`config.mk`:
```
export PLATFORM = sky130hd
export DESIGN_NAME = pipelined_cla_adder
export DESIGN_NICKNAME = d
export VERILOG_FILES = /design/src/rtl/cla_pkg.sv /design/src/rtl/cla_block.sv /design/src/rtl/pipelined_cla_adder.sv
export SDC_FILE = /design/constraint.sdc
export NUM_CORES = 1
export LEC_CHECK = 0
export ABC_AREA = 1
export BUFFER_PORTS_ARGS = -buffer_cell sky130_fd_sc_hd__buf_2
export CORE_MARGIN = 10
export CORE_UTILIZATION = 49
export DETAILED_ROUTE_END_ITERATION = 16
export GPL_ROUTABILITY_DRIVEN = 0
export HOLD_SLACK_MARGIN = 0.08
export MAX_ROUTING_LAYER = met4
export PLACE_DENSITY_LB_ADDON = 0.3
export SYNTH_ARGS = -nofsm -noshare
export SYNTH_HDL_FRONTEND = slang
export SYNTH_SLANG_ARGS = --single-unit
```
`constraint.sdc`:
```
create_clock -name clk -period 6.2 [get_ports clk]
set_clock_uncertainty 0.1 [all_clocks]
set_input_delay 1.24 -clock clk [delete_from_list [all_inputs] [get_ports clk]]
set_output_delay 1.24 -clock clk [all_outputs]
set_load 0.05 [all_outputs]
```
`src/rtl/cla_pkg.sv`:
```
// Shared defaults, mode encodings and pipeline sizing for the pipelined CLA adder.
package cla_pkg;

    localparam int unsigned DEF_BLK           = 4;
    localparam int unsigned DEF_BLK_PER_STAGE = 1;

    localparam logic MODE_ADD = 1'b0;
    localparam logic MODE_SUB = 1'b1;

    function automatic int unsigned calc_nstage(int unsigned width, int unsigned blk,
                                                int unsigned bps);
        return width / (blk * bps);
    endfunction

endpackage

```
`src/rtl/cla_block.sv`:
```
// Combinational BLK-bit carry-lookahead block with group propagate/generate outputs.
module cla_block #(
    parameter int unsigned BLK = 4
) (
    input  logic [BLK-1:0] a,
    input  logic [BLK-1:0] b,
    input  logic           cin,
    output logic [BLK-1:0] s,
    output logic           cout,
    output logic           p,
    output logic           g
);

    logic [BLK-1:0] gen;
    logic [BLK-1:0] prop;
    logic [BLK-1:0] c;

    assign gen  = a & b;
    assign prop = a ^ b;

    // Each bit carry is a flat sum of products over the lower bits, not a ripple chain.
    always_comb begin : carry_la
        logic acc;
        logic run;
        acc = 1'b0;
        run = 1'b1;
        c   = '0;
        for (int i = 0; i < BLK; i++) begin
            acc = 1'b0;
            run = 1'b1;
            for (int j = i - 1; j >= 0; j--) begin
                acc = acc | (run & gen[j]);
                run = run & prop[j];
            end
            c[i] = acc | (run & cin);
        end
    end

    // Kept apart from carry_la so the group terms never depend on cin.
    always_comb begin : group_la
        logic run;
        g   = 1'b0;
        run = 1'b1;
        for (int j = BLK - 1; j >= 0; j--) begin
            g   = g | (run & gen[j]);
            run = run & prop[j];
        end
    end

    assign p    = &prop;
    assign cout = g | (p & cin);
    assign s    = prop ^ c;

endmodule

```
`src/rtl/pipelined_cla_adder.sv`:
```
// Pipelined carry-lookahead adder/subtractor: an input rank then one register rank per
// slice of BLK*BLK_PER_STAGE bits, all ranks stalling together under output backpressure.
module pipelined_cla_adder
    import cla_pkg::*;
#(
    parameter int unsigned WIDTH         = 16,
    parameter int unsigned BLK           = DEF_BLK,
    parameter int unsigned BLK_PER_STAGE = DEF_BLK_PER_STAGE
) (
    input  logic             clk,
    input  logic             rst,
    input  logic             in_valid,
    output logic             in_ready,
    input  logic [WIDTH-1:0] a,
    input  logic [WIDTH-1:0] b,
    input  logic             cin,
    input  logic             sub,
    output logic             out_valid,
    input  logic             out_ready,
    output logic [WIDTH-1:0] sum,
    output logic             cout,
    output logic             ovf
);

    localparam int unsigned S      = BLK * BLK_PER_STAGE;
    localparam int unsigned NSTAGE = calc_nstage(WIDTH, BLK, BLK_PER_STAGE);

    if (S == 0 || NSTAGE == 0 || (WIDTH % S) != 0) begin : g_bad_width
        $error("pipelined_cla_adder: WIDTH must be a nonzero multiple of BLK*BLK_PER_STAGE");
    end

    logic stall;
    assign stall    = out_valid && !out_ready;
    assign in_ready = !stall;

    // Input rank: operands already conditioned for add/sub.
    logic             in_v_q;
    logic             in_c_q;
    logic [WIDTH-1:0] in_a_q;
    logic [WIDTH-1:0] in_b_q;

    always_ff @(posedge clk or posedge rst) begin
        if (rst) begin
            in_v_q <= 1'b0;
            in_c_q <= 1'b0;
            in_a_q <= '0;
            in_b_q <= '0;
        end else if (!stall) begin
            in_v_q <= in_valid;
            if (in_valid) begin
                in_a_q <= a;
                in_b_q <= (sub == MODE_SUB) ? ~b : b;
                in_c_q <= (sub == MODE_ADD) ? cin : 1'b1;
            end
        end
    end

    for (genvar k = 0; k < NSTAGE; k++) begin : g_stage
        localparam int unsigned IW = WIDTH - k * S;
        localparam int unsigned LW = (k + 1) * S;

        logic [IW-1:0]            op_a;
        logic [IW-1:0]            op_b;
        logic                     op_v;
        logic                     op_c;
        logic [S-1:0]             slice_s;
        logic [LW-1:0]            low_nx;
        logic [BLK_PER_STAGE-1:0] blk_p;
        logic [BLK_PER_STAGE-1:0] blk_g;
        logic [BLK_PER_STAGE-1:0] blk_co;
        logic [BLK_PER_STAGE:0]   blk_c;
        logic                     unused_co;
        logic                     v_q;
        logic                     c_q;
        logic [LW-1:0]            s_q;

        if (k == 0) begin : g_src
            assign op_a   = in_a_q;
            assign op_b   = in_b_q;
            assign op_v   = in_v_q;
            assign op_c   = in_c_q;
            assign low_nx = slice_s;
        end else begin : g_src
            assign op_a   = g_stage[k-1].g_fwd.a_q;
            assign op_b   = g_stage[k-1].g_fwd.b_q;
            assign op_v   = g_stage[k-1].v_q;
            assign op_c   = g_stage[k-1].c_q;
            assign low_nx = {slice_s, g_stage[k-1].s_q};
        end

        for (genvar j = 0; j < BLK_PER_STAGE; j++) begin : g_blk
            cla_block #(
                .BLK(BLK)
            ) u_cla (
                .a   (op_a[j*BLK +: BLK]),
                .b   (op_b[j*BLK +: BLK]),
                .cin (blk_c[j]),
                .s   (slice_s[j*BLK +: BLK]),
                .cout(blk_co[j]),
                .p   (blk_p[j]),
                .g   (blk_g[j])
            );
        end

        // Block-to-block carries come from group G/P only.
        always_comb begin
            blk_c[0] = op_c;
            for (int j = 0; j < BLK_PER_STAGE; j++) begin
                blk_c[j+1] = blk_g[j] | (blk_p[j] & blk_c[j]);
            end
        end

        assign unused_co = ^blk_co;

        always_ff @(posedge clk or posedge rst) begin
            if (rst) begin
                v_q <= 1'b0;
                c_q <= 1'b0;
                s_q <= '0;
            end else if (!stall) begin
                v_q <= op_v;
                if (op_v) begin
                    c_q <= blk_c[BLK_PER_STAGE];
                    s_q <= low_nx;
                end
            end
        end

        if (k < NSTAGE - 1) begin : g_fwd
            logic [IW-S-1:0] a_q;
            logic [IW-S-1:0] b_q;

            always_ff @(posedge clk or posedge rst) begin
                if (rst) begin
                    a_q <= '0;
                    b_q <= '0;
                end else if (!stall && op_v) begin
                    a_q <= op_a[IW-1:S];
                    b_q <= op_b[IW-1:S];
                end
            end
        end else begin : g_last
            logic c_msb;
            logic o_q;

            // Carry into the MSB recovered from its sum bit.
            assign c_msb = op_a[S-1] ^ op_b[S-1] ^ slice_s[S-1];

            always_ff @(posedge clk or posedge rst) begin
                if (rst) begin
                    o_q <= 1'b0;
                end else if (!stall && op_v) begin
                    o_q <= c_msb ^ blk_c[BLK_PER_STAGE];
                end
            end
        end
    end

    assign out_valid = g_stage[NSTAGE-1].v_q;
    assign sum       = g_stage[NSTAGE-1].s_q;
    assign cout      = g_stage[NSTAGE-1].c_q;
    assign ovf       = g_stage[NSTAGE-1].g_last.o_q;

endmodule

```
Word level (Yosys, flattened, before mapping):

Index checks and enable logic that the tools add are counted.

* register bits: 131
* bits of input ports: 38
* output and inout port bits: 20
* word-level logic and storage cells: 158

* muxes and demuxes: 2
* bitwise gates (word level): 117
* reduce and logical (&&, ||, !) cells: 16

Operators by type and width (count)
* $and 1x1->1: 60
* $or 1x1->1: 40
* $xor 4x4->4: 8
* $and 4x4->4: 4
* $mux 16: 1
* $not 16->16: 1
* $reduce_and 4->1: 4
* $reduce_and 2->1: 5
* $logic_and 1x1->1: 5
* $xor 1x1->1: 3
* $logic_not 1->1: 2
* $mux 1: 1
* $not 1->1: 1

Longest topological paths before layout:

* depth in word-level cells: 8
* gate-level depth with buffers: 9
* gate-level depth less buffers: 8

Modules after synthesis:

From an unflattened synthesis, not the netlist that was laid out.

* cells, all modules: 699
* area total of the unflattened synthesis: 6022.0 um^2

Modules (own cells, without submodules)
* pipelined_cla_adder: times used 1, cells each 555, area each 5186.2 um^2, sequential area each 3278.1 um^2
* cla_block (g_stage[0].g_blk[0].u_cla ...): times used 3, cells each 37, area each 212.7 um^2, sequential area each 0.0 um^2
* cla_block (g_stage[3].g_blk[0].u_cla): times used 1, cells each 33, area each 197.7 um^2, sequential area each 0.0 um^2

Worst setup path before layout:

Ideal clock, no wire load.

* path type: input -> output
* start: input out_ready
* end: output in_ready
* data arrival time: 1.805 ns
* data required time: 4.860 ns
* path slack: 3.055 ns
* stages: 2
* path buffers: 0
* cells stage by stage: nor2_8 inv_1

* cells in the longest elaborated chain, start to end: 3

RTL lines
* start: declaration: RTL line pipelined_cla_adder.sv:19 `input logic out_ready,`
* $logic_not 1->1: RTL line pipelined_cla_adder.sv:33 `assign stall = out_valid && !out_ready;`
* $logic_and 1x1->1: RTL line pipelined_cla_adder.sv:33
* $logic_not 1->1: RTL line pipelined_cla_adder.sv:34 `assign in_ready = !stall;`
* end: declaration: RTL line pipelined_cla_adder.sv:13 `output logic in_ready,`

No other way between the ends.

Final worst setup path:

Same ends and word-level chain as after synthesis.

==> impl_metrics.ini <==
[synthesis]
synth_seq_cells = 131
ys_warn_count = 0
ys_types = 29
ys_seq_area_share_pct = 56.3
netlist_area_um2 = 5830
syn_area_per_cell_um2 = 9.15
syn_nets = 695
syn_inst = 637

[sta]
rsz0062_at_grt = false
min_period_ps = 3460
relSlewSlack_pct = 40.0
slew_viol_final = 0
timing.fmax_mhz = 289
fin_crit_sh_pct = 55.9
setup_tns_ps = 0
tightest_slew_ps = 900
setup_viol = 0
timing.hold.ws_ps = 363
hold_viol = 0

[finish]
layout_common_cells = nand2_1, dfrtp_1, o21ai_0, buf_2, inv_1
filler_cell_count = 1034
num_antenna_cells = 0
ff_latch_area_um2 = 3280
multiInputGateArea_um2 = 2150
num-nets-final = 747
area_growth_syn_to_layout_pct = 14.1
layout_commonest_cell = nand2_1
drive_above_1_share_pct = 14.4

[cts]
clk_latency_ps = 400
cts_made_buffers = 17
postCtsResizedCells = 0
clkTransAtPathRegs_ps = 50
root_buffer = clkbuf_16
cts_buffer_depth = 2
cts_sinks = 131
cts_setup_buffers = 0
cts_tree = yes
hold_buffers = 0
cts_max_level = 4

[pwr]
p_clk_share_pct = 25.8
seq_power_share_pct = 38.5
comb_power_share_pct = 35.7
p_per_area_nw_per_um2 = 538
p_sw_share_pct = 38.5
p_int_w = 0.00220
p_switching_w = 0.00138
ir_drop_mv = 0.172
p_leak_nw = 3.52

[route]
drc = 0
drt-vias-per-instance = 4.80
dr.pass1.iters = 4
post_drt_wl_per_cell_um = 12.9
drtAntennaViolNets = 0
drtIter0Drc = 305
wirelength_mm = 10.8
vias = 4026

[critical_path]
start_kind = input pin
ff2ff_path_depth = 6
end_kind = output pin
r2r_start = out_valid
slowest_stage = nor2_8
cpLargestDelayFamily = buffers and inverters
arrival_ps = 2120
crit_buf_inv = 3
worst_path_largest_cell_delay_ps = 300
cp_max_fo = 6
critical_path.cell_chain = buf_2 -> nor2_8 -> inv_1 -> buf_2
reg2reg_to = g_stage[1].c_q
cp_common_cell = buf_2
reg2reg_slack_ps = 4360
crit_type = input pin to output pin
crit_required_ps = 4860

[grt]
grt_use_total_pct = 14.3
grt_pass1_vias = 4117
overflow = 0
antenna_found_initial = 0
grt_max_degree = 76
grt_pass1_wl_mm = 18.7

[flow_run]
max-cap-violations = 0

[hold_path]
min-delay-path-class = flop to flop
hp-start = sum[0]
worstHoldPathCells = 2
min_to = sum[0]

[placed_design]
port_buffers = 57
place.detailed.hpwl_mm = 7.61

[floorplan]
placementRows = 39
ios = 58
dieHeight_um = 129
start_util_pct = 50.6
fp.dieW_um = 129
dieArea_um2 = 16700
fp.coreArea_um2 = 11500

[status]
status = completed
## power by group through the flow
| stage | clock, W | sequential, W | combinational (W) |
|---|---|---|---|
| final | 0.000923 | 0.00138 | 0.00128 |
| after global routing | 0.000977 | 0.00142 | 0.00146 |
| after floorplan | 0 | 0.00152 | 0.000895 |
| after CTS | 0.000936 | 0.00138 | 0.00129 |
| after detailed placement | 0 | 0.00139 | 0.00127 |
| after global placement | 0 | 0.00138 | 0.00122 |
## logic make-up (layout without fill, tap and decap cells)
kind of cell               after synthesis  count (layout)  synth area share [%]
AOI/OAI and AO/OA                       86              86                  7.60
and+or+nand+nor                        301             301                  21.5
DFF                                    131             131                  56.3
buffers and inverters                   79             137                  6.79
xor gates and xnor gates                20              20                  3.01
adders and majority gates               20              20                  4.81
## sequential cells by signal (all words and copies together), names as in the netlist, 3 cells and up
name / flops
g_stage.s_q: 24
g_stage.g_fwd.a_q: 24
g_stage.op_b: 16
g_stage.g_fwd.b_q: 24
g_stage.v_q: 3
sum: 16
g_stage.c_q: 3
g_stage.op_a: 16
## routing by layer
layer	wire, um	track usage (%)
met1	5430	17.9
met2	4780	21.4
met3	493	4.45
met4	85	5.02
met5	0	-
## worst reg2reg max path, delay by kind of cell, from the launching register on
family,cells,cell delay (ps)
AND/OR/NAND/NOR,3,740
AO/OA/AOI/OAI,1,80
buffers and inverters,2,440
flip-flops,1,370
## synth_stat cells (all sizes together)
library cell,number,area share [%]
nand4,1,0.11
nand3b,3,0.39
xor2,11,1.7
inv,54,3.5
clkbuf,2,0.19
o211ai,1,0.13
buf,23,3.1
ha,16,3.4
dfrtp,131,56
a31oi,1,0.11
nand3,17,1.5
or2,2,0.21
a21oi,10,0.86
nand2,259,17
xnor2,9,1.4
nor2,19,2.6
o21ai,73,6.4
fa,4,1.4
o22ai,1,0.11
## worst max-delay path by stage
stage,start,cells after the start,endpoint
2_1_floorplan,rst,1,cout
3_3_place_gp,out_ready,4,in_ready
3_5_place_dp,out_ready,4,in_ready
4_1_cts,out_ready,4,in_ready
5_1_grt,out_ready,4,in_ready
6_report,out_ready,4,in_ready
## final cells by class
cell class	count	share of cell area, %
clock buffers	19	6.81
flip-flops and latches	131	49.3
repair buffers	58	4.40
well taps	143	2.69
clock inverters	6	1.30
multi-input cells	427	32.4
inverters	54	3.12
## per-stage QoR
| stage | worst slack (ps) | total power, W | utilization (%) | area [um2] | std cells |
|---|---|---|---|---|---|
| 2_1_floorplan | 1360 | 0.00242 | - | 5830 | 637 |
| 3_3_place_gp | 2780 | 0.00260 | 53.1 | 6110 | 813 |
| 3_5_place_dp | 2750 | 0.00266 | 53.1 | 6110 | 813 |
| 4_1_cts | 2750 | 0.00360 | 57.7 | 6650 | 838 |
| 5_1_grt | 2690 | 0.00386 | 57.7 | 6650 | 838 |
| 6_report | 2740 | 0.00358 | 57.7 | 6650 | 838 |
Power figures use the tool's default switching activity.
